===== config.mk =====
export PLATFORM = sky130hd
export DESIGN_NAME = hazard_unit
export DESIGN_NICKNAME = d
export VERILOG_FILES = /design/src/rtl/hazard_unit.sv
export SDC_FILE = /design/constraint.sdc
export NUM_CORES = 1
export LEC_CHECK = 0
export CORE_ASPECT_RATIO = 1.25
export CORE_MARGIN = 2
export CORE_UTILIZATION = 40
export DETAILED_ROUTE_END_ITERATION = 16
export GPL_TIMING_DRIVEN = 0
export PLACE_DENSITY = 0.73
export SETUP_SLACK_MARGIN = 0.05
export SLEW_MARGIN = 20
export SYNTH_ARGS = -nofsm -noshare
export SYNTH_HDL_FRONTEND = slang
export SYNTH_SLANG_ARGS = --single-unit

===== constraint.sdc =====
create_clock -name clk -period 2.05 [get_ports clk]
set_input_delay 0.5125 -clock clk [delete_from_list [all_inputs] [get_ports clk]]
set_output_delay 0.5125 -clock clk [all_outputs]
set_load 0.1 [all_outputs]

===== src/rtl/hazard_unit.sv =====
// hazard_unit: stall/flush/forwarding control for the 5-stage ARM pipeline,
// with a data-memory wait FSM (timeout to a sticky error) and saturating counters.
module hazard_unit #(
  parameter int CNT_W       = 16,
  parameter int TO_W        = 8,
  parameter int MEM_TIMEOUT = 255
) (
  input  logic             clk,
  input  logic             reset,
  input  logic [3:0]       RA1D,
  input  logic [3:0]       RA2D,
  input  logic [3:0]       RA1E,
  input  logic [3:0]       RA2E,
  input  logic [3:0]       WA3E,
  input  logic [3:0]       WA3M,
  input  logic [3:0]       WA3W,
  input  logic             RegWriteM,
  input  logic             RegWriteW,
  input  logic             MemtoRegE,
  input  logic             PCSrcD,
  input  logic             PCSrcE,
  input  logic             PCSrcM,
  input  logic             PCSrcW,
  input  logic             BranchTakenE,
  input  logic             MemReqM,
  input  logic             MemReadyM,
  input  logic             CntClr,
  output logic [1:0]       ForwardAE,
  output logic [1:0]       ForwardBE,
  output logic             StallF,
  output logic             StallD,
  output logic             StallE,
  output logic             StallM,
  output logic             FlushD,
  output logic             FlushE,
  output logic             FlushW,
  output logic             MemErr,
  output logic [CNT_W-1:0] StallCycles,
  output logic [CNT_W-1:0] FlushCycles
);
  typedef enum logic [1:0] {S_IDLE, S_WAIT, S_ERR} state_t;
  state_t           state_q;
  logic [TO_W-1:0]  wcnt_q;
  logic [CNT_W-1:0] stall_cnt_q, stall_cnt_d, flush_cnt_q, flush_cnt_d;
  logic             memstall, ldrstall, pcpend;
  // R15 reads the PC, never a forwarded result
  assign ForwardAE = (RA1E == 4'd15) ? 2'b00 :
                     (RegWriteM && WA3M == RA1E) ? 2'b10 :
                     (RegWriteW && WA3W == RA1E) ? 2'b01 : 2'b00;
  assign ForwardBE = (RA2E == 4'd15) ? 2'b00 :
                     (RegWriteM && WA3M == RA2E) ? 2'b10 :
                     (RegWriteW && WA3W == RA2E) ? 2'b01 : 2'b00;
  assign memstall = MemReqM & ~MemReadyM & (state_q != S_ERR);
  assign ldrstall = MemtoRegE & (WA3E == RA1D | WA3E == RA2D);
  assign pcpend   = PCSrcD | PCSrcE | PCSrcM;
  assign StallF   = ldrstall | pcpend | memstall;
  assign StallD   = ldrstall | memstall;
  assign StallE   = memstall;
  assign StallM   = memstall;
  assign FlushW   = memstall;
  // frozen stages must keep their contents, so flushes wait for the stall to end
  assign FlushD   = (pcpend | PCSrcW | BranchTakenE) & ~memstall;
  assign FlushE   = (ldrstall | BranchTakenE) & ~memstall;
  assign MemErr   = (state_q == S_ERR);
  always_ff @(posedge clk or negedge reset) begin
    if (!reset) begin
      state_q <= S_IDLE;
      wcnt_q  <= '0;
    end else begin
      case (state_q)
        S_IDLE: if (memstall) begin
          state_q <= S_WAIT;
          wcnt_q  <= TO_W'(1);
        end
        S_WAIT: if (MemReadyM || !MemReqM) begin
          state_q <= S_IDLE;
          wcnt_q  <= '0;
        end else if (wcnt_q == TO_W'(MEM_TIMEOUT)) begin
          state_q <= S_ERR;
        end else begin
          wcnt_q  <= wcnt_q + TO_W'(1);
        end
        S_ERR: state_q <= S_ERR;
        default: begin
          state_q <= S_IDLE;
          wcnt_q  <= '0;
        end
      endcase
    end
  end
  always_comb begin
    stall_cnt_d = CntClr ? '0 : (StallF && !(&stall_cnt_q)) ? stall_cnt_q + CNT_W'(1) : stall_cnt_q;
    flush_cnt_d = CntClr ? '0 : (FlushE && !(&flush_cnt_q)) ? flush_cnt_q + CNT_W'(1) : flush_cnt_q;
  end
  always_ff @(posedge clk or negedge reset) begin
    if (!reset) begin
      stall_cnt_q <= '0;
      flush_cnt_q <= '0;
    end else begin
      stall_cnt_q <= stall_cnt_d;
      flush_cnt_q <= flush_cnt_d;
    end
  end
  assign StallCycles = stall_cnt_q;
  assign FlushCycles = flush_cnt_q;
endmodule


Yosys cells after proc, flatten, opt, wreduce, memory -nomap -nowiden
Cells that the tools add are included.
- register bits: 42
- logic and storage cells: 74
- output and inout port bits: 44
- input port bits: 41
- reduce and logical (&&, ||, !) cells: 17
- eq/ne operators: 15
- muxes and demuxes: 18
- add/subtract/negate cells: 3
- bitwise gates (word level): 17
- operators by type and width (cell ; count):
    two-way mux 16 bit ; 4
    adder 16 x 1 -> 16 bit (second input constant) ; 2
    AND reduction 16 bit ; 2
    equality test 4 bit ; 6
    two-way mux 8 bit ; 3
    case mux 8 bit (3 select lines) ; 1
    two-way mux 2 bit ; 7
    bitwise OR 1 bit ; 9
    adder 8 x 1 -> 8 bit (second input constant) ; 1
    equality test 4 bit (second input constant) ; 2
    equality test 8 bit (second input constant) ; 1
    logical AND 1 bit ; 6
    != test 3 bit (second input constant) ; 2
    case mux 2 bit (3 select lines) ; 1
    bitwise AND 1 bit ; 5
    != test 2 bit (second input constant) ; 2
    nonzero test 2 bit ; 2
    zero test 1 bit ; 3
    inverter 1 bit ; 3
    AND reduction 3 bit ; 1
    equality test 2 x 1 -> 1 bit (second input constant) ; 1
    equality test 2 bit (second input constant) ; 1
    zero test 2 bit ; 1
    two-way mux 1 bit ; 2
    2 further kinds ; 2

Depth between registers and ports, before layout
Gate-level depths: netlist (run 1).
- word-level depth: 8
- gate-level depth with buffers: 9
- depth with buffers taken out: 7

Least setup slack after synthesis (run 1)
No wires, ideal clock.
- path type: reg2out
- from: register state_q[0]
- to: output FlushD
- path slack: -1769 ps
- path buffers: 0
- stages on the path, launching flop included: 4
- data required time: 1537 ps
- data arrival time: 3306 ps
- cell sequence: dfrtp_1 > nor2b_2 > nor3b_4 > a21oi_1
- cells in the longest elaborated chain, start to end: 4
- ends and longest elaborated chain (what ; line ; RTL):
    from (decl) ; 42 ; state_t state_q;
    from (signal assigned) ; 67 ; state_q <= S_IDLE;
    from (signal assigned) ; 72 ; state_q <= S_WAIT;
    from (signal assigned) ; 76 ; state_q <= S_IDLE;
    != test 2 bit ; 53 ; assign memstall = MemReqM & ~MemReadyM & (state_q != S_ERR);
    bitwise AND 1 bit ; 53 ;
    via FlushW ; 36 ; output logic FlushW,
    inverter 1 bit ; 62 ; assign FlushD = (pcpend | PCSrcW | BranchTakenE) & ~memstall;
    bitwise AND 1 bit ; 62 ;
    to (decl) ; 34 ; output logic FlushD,
The timed path passes the listed nets, and every way through them passes these cells.

Final worst setup path (run 1)
- from: input WA3E[1]
- to: output FlushE
- cells in the longest elaborated chain, start to end: 5
- elaborated cells on any way between the ends: 6
- those cells by class: eq/ne: 2; bitwise: 4
- ends and longest elaborated chain (what ; line ; RTL):
    from (decl) ; 14 ; input logic [3:0] WA3E,
    equality test 4 bit ; 54 ; assign ldrstall = MemtoRegE & (WA3E == RA1D | WA3E == RA2D);
    bitwise OR 1 bit * ; 54 ;
    bitwise AND 1 bit * ; 54 ;
    bitwise OR 1 bit * ; 63 ; assign FlushE = (ldrstall | BranchTakenE) & ~memstall;
    bitwise AND 1 bit * ; 63 ;
    to (decl) ; 35 ; output logic FlushE,
Every way passes the cells marked *; elsewhere a longest branch is shown, timed or not.

==> results.md, run 1 <==
* Final period util at 105%
* Drt total wl at 8.25 mm
* Clock Pin Slew Worst Setup and Hold Paths at 0.09 ns
* R2R depth at 10
* Die height at 97.1 µm
* Syn avg cell area at 9.41 µm²
* Num CTS Buffers at 5
* Placed Instance Area at 0.00383 mm²
* Mapped Area at 0.00278 mm²
* Initial core utilization at 41.7%
* Seq/Total Area, Yosys at 37.9%
* Tot GR Track Use at 21.1%
* Max-cap viol count at 0
* Worst R2R End: FlushCycles[13]
* DRC violations left at 0
* Detailed Routing Iterations Pass 1 at 4
* CP max FO at 2
* Rows at 33
* Yosys reg bits at 42
* 1st-iter DRT viols at 109
* Fin nets at 466
* Number of antenna diodes at 0
* Run status: finished with violations
* Final hold violations at 0
* Design Area, Final at 0.00476 mm²
* H-tree levels at 2
* Area Growth Syn to Fin at 71.6%
* Final Util at 71.6%
* Grt total ovfl at 0
* Vias in the first global route at 2770
* Worst-skew pair later-pin latency at 0.31 ns
* Wire per inst at 16.2 µm
* Die Wd at 78.5 µm
* Syn_nets at 339
* Unrepaired setup endpoints after global routing: yes
* First-pass GRT wire length at 13.1 mm
* Dpl hpwl at 5.17 mm
* CTS tree: built
* Placer Congestion at 0.798
* Max-slew headroom at 63.6%
* I/O Pins at 85
* CTS Root Cell: clkbuf_8
* Achievable Freq at 463 MHz
* Worst Setup End Kind: output pin
* Critical Path Start Type: input pin
* Crit. Startpoint: WA3E[1]
* Top_reg_cell synth: dfrtp_1
* Share of cells above drive strength 1 at 47.5%
* Initial antenna violation count at 0
* Final total power at 2.09 mW
* Slew Limit Fails at 0
* Reg2reg setup slack at -0.10 ns
* CTS max path bufs at 2
* Port Buf Inserts at 84
* Hold-fix buffers, CTS at 0
* Clock sinks at 42
* Crit path DAT at 1.65 ns
* Final clock skew at 0.0142 ns
* Crit Path Category: input pin to output pin
* Ys async rst share at 100%
* Largest net degree at the start of global routing at 24
* Die Area at 0.00762 mm²
* Setup Viol. Count Final at 12
* Reg2reg start: state_q[0]
* Worst EP required at 1.54 ns
* HP Class: input pin to asynchronous set/reset pin
* Dpl ws at -1.53 ns
* Warnings, synthesis at 0
* Avg Vias per Cell at 5.49
* Crit path time final at 2.16 ns
* Post-Syn Instances at 295
* Post-synth EDFFs at 0
* Worst vdd ir at 0.324 mV
* Violated checks: setup timing
* Fillcell total at 487
* LEAKAGE at 1.90 nW
* PD cells at 440 mW/mm²
* Via Count at 2798
* Final setup margin at -0.112 ns
* Synth cell types at 51
* Core footprint at 0.00665 mm²
* Antenna Nets Post-Route at 0
* Measured slew at the worst slew-check pin at 0.543 ns
* Final hold slack at 0.160 ns
[cells in the mapped netlist, types with 7 or more instances]
cell type,count,area share [%]
and3_1,7,1.6
a21oi_1,15,2.7
o31ai_1,7,1.9
nand2_1,19,2.6
nor2b_1,10,2.3
xor2_1,20,6.3
nand3_1,21,3.8
or4_1,8,2.2
dfrtp_1,42,38
o21ai_0,13,2.3
nor2_1,28,3.8
xnor2_1,12,3.8
nor3_1,7,1.3
[power by group]
| part | leakage (nW) | internal [mW] | switching (mW) |
|---|---|---|---|
| Clock | 0.0441 | 0.240 | 0.309 |
| Sequential | 0.578 | 0.844 | 0.0213 |
| Combinational | 1.28 | 0.287 | 0.393 |
[worst max-delay path, cell delays in order]
cell and delay (ns):
buf_8 0.11, xor2_4 0.18, nor4_4 0.31, o21a_4 0.19, nor2_4 0.04, nor2_4 0.12, buf_12 0.18
[what timing repair did]
action / in CTS / in global routing
setup buffers: 22 / 13
setup endpoints to repair: 85 / 45
hold endpoints to repair: 0 / 0
cloned: 2 / 1
resized for setup: 368 / 59
pin swaps: 47 / 29
[cells by family after synthesis]
family,count (synthesis),share of synthesized area (%)
buffers and inverters,16,3.52
multiplexers,8,3.43
AND/OR/NAND/NOR,135,27.8
XOR/XNOR,32,10.1
flip-flops,42,37.9
AO/OA/AOI/OAI,59,15.9
adder cells (fa/ha/maj),3,1.35
[flip-flops by register name, summed over array words and instances (netlist names)]
signal	cells
FlushCycles	16
StallCycles	16
wcnt_q	8
state_q	2
[area by class of cell]
cell class,instances,area (µm²),share of cell area (%)
Clock buffer,5,68.8,1.45
Buffer,11,85.1,1.79
Tap cell,87,109,2.29
Multi-Input combinational cell,237,2090,43.8
Sequential cell,42,1050,22.1
Clock inverter,3,21.3,0.447
Inverter,4,15.0,0.315
Timing Repair Buffer,121,1320,27.8
[worst max path at each step]
stage / to / slack (ns) / cells past startpoint
final: FlushE / -0.11 / 7
after detailed placement: StallD / -1.53 / 6
after global placement: StallD / -1.51 / 6
after CTS: FlushE / -0.11 / 7
after floorplan: StallCycles[6] / -0.80 / 8
after global routing: FlushCycles[13] / -0.17 / 10
[routing by layer]
| layer | global-route usage (%) | vias up | part of all wire, % | wire length, µm |
|---|---|---|---|---|
| met1 | 27.8 | 1378 | 41 | 3380 |
| met4 | 7.15 | 0 | 1.6 | 133 |
| met3 | 3.72 | 15 | 4.5 | 374 |
| met2 | 34.7 | 82 | 53 | 4360 |
| met5 | 0 | - | 0 | 0 |
| li1 | - | 1323 | - | - |
[cells in the final DEF (no fill, tap or decap), types with 5 or more instances in the layout]
| cell type | instances |
|---|---|
| dfrtp_1 | 41 |
| clkdlybuf4s15_2 | 32 |
| buf_4 | 27 |
| nor2_1 | 26 |
| nand3_1 | 19 |
| nand2_1 | 18 |
| buf_6 | 18 |
| buf_12 | 15 |
| buf_2 | 12 |
| xor2_1 | 11 |
| o21ai_0 | 10 |
| nor2b_1 | 9 |
| xnor2_1 | 8 |
| a21oi_1 | 8 |
| dlygate4sd2_1 | 8 |
| xor2_2 | 7 |
| a21oi_2 | 6 |
| nand4_1 | 6 |
| or4_1 | 6 |
| o31ai_1 | 5 |
| clkbuf_2 | 5 |
| mux2_4 | 5 |
| clkbuf_8 | 5 |
[through the flow]
stage / TNS [ns] / std cells
after floorplan: -23.14 / 295
after global placement: -65.29 / 466
after detailed placement: -37.67 / 467
after CTS: -0.780 / 498
after global routing: -2.37 / 510
final: -0.792 / 510
No activity file was read; power rests on OpenSTA's default activity.
==> run 2, diff against run 1 <==
--- a/config.mk
+++ b/config.mk
@@ -9,8 +9,8 @@
 export CORE_MARGIN = 2
 export CORE_UTILIZATION = 40
 export DETAILED_ROUTE_END_ITERATION = 16
+export DONT_BUFFER_PORTS = 1
 export GPL_TIMING_DRIVEN = 0
-export PLACE_DENSITY = 0.73
 export SETUP_SLACK_MARGIN = 0.05
 export SLEW_MARGIN = 20
 export SYNTH_ARGS = -nofsm -noshare
==> run 2 against run 1 <==
  * The run still ends with setup timing left
  * Combinational power is 45% lower
  * Critical path depth is 4 lower
  * Sequential power is 11% higher
  * Global-route usage is 2.3 points lower
  * Register-to-register slack worse by 0.35 ns
  * Sequential share of layout area is 8.3 points higher
  * Fmax is 16% lower
  * Total power is 8.2% lower
  * Core utilization is 16 points lower
  * Clock power is 6.7% higher
  * Worst hold slack worse by 0.12 ns
  * Clock-buffer cell count is 2 higher
  * Critical path type is now register to output pin
  * Highest routed layer unchanged
==> results.md, run 2 (synthesis gave the netlist of run 1 again) <==
* Run status: finished with violations
* Violated checks: setup timing
* Placer Congestion at 0.779 (-2.3%)
* Tot GR Track Use at 18.8% (-2.3 points)
* Worst R2R End: FlushCycles[15]
* Reg2reg start: state_q[0]
* Max-cap viol count at 0 (unchanged)
* Measured slew at the worst slew-check pin at 1.02 ns (+0.474 ns)
* Clock Pin Slew Worst Setup and Hold Paths at 0.09 ns (about the same)
* CTS tree: built
* Achievable Freq at 387 MHz (-16%)
* Wire per inst at 17.3 µm (+7.2%)
* I/O Pins at 85 (unchanged)
* Final hold violations at 0 (unchanged)
* Port Buf Inserts at 0 (-100%)
* Number of antenna diodes at 0 (unchanged)
* Final setup margin at -0.535 ns (-0.423 ns)
* Most frequent cells in the layout: 26 x nor2_1, 20 x xor2_1, 20 x nand3_1
* Avg Vias per Cell at 5.72 (+4.2%)
* Critical Path Start Type: register
* PD cells at 520 mW/mm² (+18%)
* Placed cells at 384 (-18%)
* Slew Limit Fails at 0 (unchanged)
* Rows at 33 (unchanged)
* Fillcell total at 600 (+23%)
* Reg2reg setup slack at -0.45 ns (-0.35 ns)
* Crit path time final at 2.58 ns (+0.423 ns)
* Most common cell after layout, fill and taps aside: nor2_1
* Num CTS Buffers at 5 (unchanged)
* Core footprint at 0.00665 mm² (unchanged)
* H-tree levels at 2 (unchanged)
* CTS max path bufs at 2 (unchanged)
* DRC violations left at 0 (unchanged)
* Dpl ws at -0.914 ns (+0.619 ns)
* CP max FO at 7 (+5)
* 1st-iter DRT viols at 55 (-50%)
* Worst EP required at 1.54 ns (about the same)
* Design Area, Final at 0.00369 mm² (-22%)
* First-pass GRT wire length at 11.6 mm (-12%)
* R2R depth at 8 (-2)
* Detailed Routing Iterations Pass 1 at 4 (unchanged)
* Die Wd at 78.5 µm (unchanged)
* Initial antenna violation count at 0 (unchanged)
* Worst vdd ir at 0.344 mV (+6.4%)
* Final clock skew at 0.0109 ns (-0.00336 ns)
* Drt total wl at 7.16 mm (-13%)
* Max-slew headroom at 32.2% (-31 points)
* Fin cells at 413 (-19%)
* Initial core utilization at 41.7% (unchanged)
* Vias in the first global route at 2401 (-13%)
* Grt total ovfl at 0 (unchanged)
* Critical Path Sink: FlushD
* Setup Viol. Count Final at 41 (+29)
* Crit. Startpoint: state_q[0]
* Fin nets at 369 (-21%)
* Via Count at 2362 (-16%)
* Placed Instance Area at 0.00300 mm² (-22%)
* Share of cells above drive strength 1 at 41.4% (-6.1 points)
* Dpl hpwl at 4.78 mm (-7.5%)
* Clock sinks at 42 (unchanged)
* Die Area at 0.00762 mm² (unchanged)
* CTS Root Cell: clkbuf_8
* Crit Path Category: register to output pin
* HP Class: input pin to asynchronous set/reset pin
* Final period util at 126% (+21 points)
* Area Growth Syn to Fin at 33.1%
* Crit path DAT at 2.07 ns (+0.42 ns)
* Antenna Nets Post-Route at 0 (unchanged)
* Worst Setup End Kind: output pin
* LEAKAGE at 1.31 nW (-31%)
* Final Util at 55.6% (-16 points)
* Worst-skew pair later-pin latency at 0.30 ns (about the same)
* Unrepaired setup endpoints after global routing: yes
* Die height at 97.1 µm (unchanged)
* Largest net degree at the start of global routing at 43 (+79%)
## run 2: worst max-delay path: stages (launching register included)
cell     delay, ns
dfrtp_2       0.43
nor2b_4       0.55
nor3b_4       0.18
a21oi_4       0.60
## run 2: power by group
group	leakage, nW	internal [mW]	switching [mW]	total (mW)
clock	0.0489	0.279	0.307	0.586
combinational	0.736	0.150	0.226	0.377
sequential	0.525	0.850	0.109	0.959
## run 2: worst min-delay path by stage
stage | startpoint | cells past startpoint | to
3_5_place_dp | reset | 0 | FlushCycles[14]
6_report | reset | 1 | FlushCycles[7]
3_3_place_gp | reset | 0 | FlushCycles[13]
2_1_floorplan | reset | 0 | FlushCycles[0]
4_1_cts | reset | 1 | FlushCycles[7]
5_1_grt | reset | 1 | FlushCycles[7]
## run 2: per-layer routing
layer / global-route usage (%) / routed length [µm] / vias up
met5: 0 / 0 / -
met4: 5.80 / 112 / 0
met3: 4.93 / 381 / 11
met2: 32.7 / 3750 / 60
met1: 22.4 / 2910 / 1158
li1: - / - / 1133
## run 2: cell type report
| type | instances | area, µm² | area share, % |
|---|---|---|---|
| Buffer | 12 | 119 | 3.22 |
| Clock buffer | 7 | 86.3 | 2.34 |
| Clock inverter | 1 | 8.76 | 0.237 |
| Inverter | 4 | 15.0 | 0.407 |
| Multi-Input combinational cell | 237 | 1960 | 53.0 |
| Sequential cell | 42 | 1120 | 30.4 |
| Tap cell | 87 | 109 | 2.95 |
| Timing Repair Buffer | 23 | 275 | 7.45 |
## run 2: per-stage QoR
stage          total power, mW  hold WS (ns)  TNS [ns]
4_1_cts                   1.93        0.0463    -13.30
3_3_place_gp              1.23         0.220    -32.10
6_report                  1.92        0.0422    -11.88
3_5_place_dp              1.24         0.220    -25.07
2_1_floorplan             1.19         0.217    -23.14
5_1_grt                   2.00        0.0499    -15.24
## run 2: what timing repair did
action                     4_1_cts  5_1_grt
pin swaps                       29       14
gates resized for setup         85       42
cloned                           4        0
setup endpoints to repair       43       44
hold buffers                     1        0
hold endpoints to repair        42        0
buffers inserted                14        6
==> run 3, diff against run 2 <==
--- a/config.mk
+++ b/config.mk
@@ -7,7 +7,7 @@
 export LEC_CHECK = 0
 export CORE_ASPECT_RATIO = 1.25
 export CORE_MARGIN = 2
-export CORE_UTILIZATION = 40
+export CORE_UTILIZATION = 35
 export DETAILED_ROUTE_END_ITERATION = 16
 export DONT_BUFFER_PORTS = 1
 export GPL_TIMING_DRIVEN = 0
==> run 3 against run 2 <==
  * The run still ends with setup timing left
  * Design area is 1.6% higher
  * Sequential power is essentially flat
  * First-iteration DRC count up 49%
  * Total power fell by 2.2%
  * Worst hold slack worse by 0.0077 ns
  * Via count increased by 1.1%
  * Core utilization is 7.1 points lower
  * Sequential share of layout area down 0.34 points
==> results.md, run 3 (synthesis gave the netlist of run 1 again) <==
* Wire per inst at 16.7 µm (-3.3%)
* Port Buf Inserts at 0 (unchanged)
* LEAKAGE at 1.31 nW (+0.29%)
* Achievable Freq at 388 MHz (+0.32%)
* PD cells at 501 mW/mm² (-3.7%)
* CP peak stage delay at 0.56 ns (-0.04 ns)
* Vias in the first global route at 2423 (+0.92%)
* Drt total wl at 7.07 mm (-1.2%)
* Clock Pin Slew Worst Setup and Hold Paths at 0.09 ns (about the same)
* Initial antenna violation count at 0 (unchanged)
* Final hold violations at 0 (unchanged)
* CTS Root Cell: clkbuf_8
* Max-cap viol count at 0 (unchanged)
* Rows at 36 (+9.1%)
* Max-slew headroom at 45.8% (+14 points)
* Top Family by Delay on Critical Path: simple AND/OR/NAND/NOR gates
* Violated checks: setup timing
* Most frequent cells in the layout: 27 x nor2_1, 20 x xor2_1, 20 x nand3_1
* Design Area, Final at 0.00375 mm² (+1.6%)
* Measured slew at the worst slew-check pin at 0.810 ns (-0.207 ns)
* Final hold slack at 0.0345 ns (-0.00770 ns)
* CTS max path bufs at 2 (unchanged)
* Fillcell total at 717 (+20%)
* Placed cells at 392 (+2.1%)
* First-pass GRT wire length at 11.8 mm (+2.4%)
* Worst Setup End Kind: output pin
* Clock sinks at 42 (unchanged)
* 1st-iter DRT viols at 82 (+49%)
* Initial core utilization at 35.8% (-5.9 points)
* Largest net degree at the start of global routing at 43 (unchanged)
* Final Util at 48.4% (-7.1 points)
* Tot GR Track Use at 16.6% (-2.2 points)
* Num CTS Buffers at 5 (unchanged)
* Final total power at 1.88 mW (-2.2%)
* Slew Limit Fails at 0 (unchanged)
* Crit path DAT at 2.06 ns (about the same)
* Final period util at 126% (-0.40 points)
* Detailed Routing Iterations Pass 1 at 4 (unchanged)
* Most common cell after layout, fill and taps aside: nor2_1
* Die Wd at 83.6 µm (+6.6%)
* Setup Viol. Count Final at 41 (unchanged)
* Die Area at 0.00866 mm² (+14%)
* Placer Congestion at 0.746 (-4.2%)
* Area of the multi-input gates at 0.00201 mm² (+2.5%)
* Final clock skew at 0.0144 ns (+0.00354 ns)
* Antenna Nets Post-Route at 0 (unchanged)
* Final setup margin at -0.527 ns (+0.00815 ns)
* Worst-skew pair later-pin latency at 0.31 ns (about the same)
* Run status: finished with violations
* Worst vdd ir at 0.254 mV (-26%)
* Number of antenna diodes at 0 (unchanged)
* CP max FO at 4 (-3)
* Worst-path cell chain: nor2b_4 -> nor3b_4 -> buf_6 -> nor2_4
* HP Class: input pin to asynchronous set/reset pin
* Via Count at 2388 (+1.1%)
* I/O Pins at 85 (unchanged)
* Critical Path Start Type: register
* Die height at 104 µm (+6.6%)
* Placed Instance Area at 0.00302 mm² (+0.58%)
* Share of cells above drive strength 1 at 44.0% (+2.6 points)
* Avg Vias per Cell at 5.66 (-1.1%)
* Grt total ovfl at 0 (unchanged)
* Core footprint at 0.00775 mm² (+17%)
* Dpl hpwl at 4.80 mm (+0.31%)
* H-tree levels at 2 (unchanged)
* FF+latch area at 0.00113 mm² (+0.45%)
* CTS tree: built
* Fin cells at 422 (+2.2%)
* Crit path time final at 2.58 ns (-0.00815 ns)
* Unrepaired setup endpoints after global routing: yes
* DRC violations left at 0 (unchanged)
* Worst path slowest cell: nor2b_4
* Area Growth Syn to Fin at 35.2%
* Fin nets at 370 (+0.27%)
* Worst Path Buf+Inv at 1 (+1)
* Crit Path Category: register to output pin
* Worst EP required at 1.54 ns (about the same)
[run 3: per-layer routing]
layer,wire length (µm),up-vias,global-route usage [%]
li1,-,1146,-
met1,2870,1175,19.2
met2,3640,59,28.6
met3,468,8,5.42
met4,88,0,5.65
met5,0,-,0
[run 3: layout make-up]
class / count / share of cell area [%]
multi-input combinational: 237 / 53.5
sequential: 42 / 30.0
timing repair buffer: 24 / 7.44
buffer: 12 / 3.17
tap: 95 / 3.17
clock buffer: 6 / 1.93
inverter: 4 / 0.400
clock inverter: 2 / 0.367
[run 3: power by group]
part	internal [mW]	total [mW]	switching, mW
Combinational	0.151	0.375	0.225
Clock	0.241	0.544	0.303
Sequential	0.850	0.961	0.110
Total	1.24	1.88	0.639
[run 3: per-stage QoR]
step	setup WS (ns)	TNS, ns
after floorplan	-0.804	-23.14
after global placement	-1.09	-32.21
after detailed placement	-0.934	-25.26
after CTS	-0.535	-13.06
after global routing	-0.598	-17.33
final	-0.527	-13.89
[run 3: what timing repair did]
action / 4_1_cts / 5_1_grt
setup buffers: 14 / 7
hold buffers: 1 / 0
pin swaps: 21 / 24
setup endpoints to repair: 43 / 44
endpoints found under the hold margin: 42 / 0
resized for setup: 91 / 41
cloned: 2 / 1
[run 3: path summary, 6_finish.rpt]
path,end,slack [ns],cells past startpoint,start
max in group asynchronous,state_q[0],1.78,1,reset
setup / recovery,FlushE,-0.53,4,state_q[0]
setup reg to reg,FlushCycles[15],-0.49,9,state_q[0]
min in group clk,FlushCycles[3],0.36,2,CntClr
hold reg to reg,wcnt_q[6],0.53,1,wcnt_q[6]
hold / removal,FlushCycles[0],0.03,1,reset
[run 3: worst reg2reg max path: stages, from the launching register on]
cell and delay, ns:
dfrtp_2 0.42, nor2b_4 0.56, nor3b_4 0.14, buf_6 0.17, buf_6 0.10, o21ba_4 0.22, o21ai_4 0.08, buf_6 0.14
or4b_4 0.51, a21oi_2 0.14
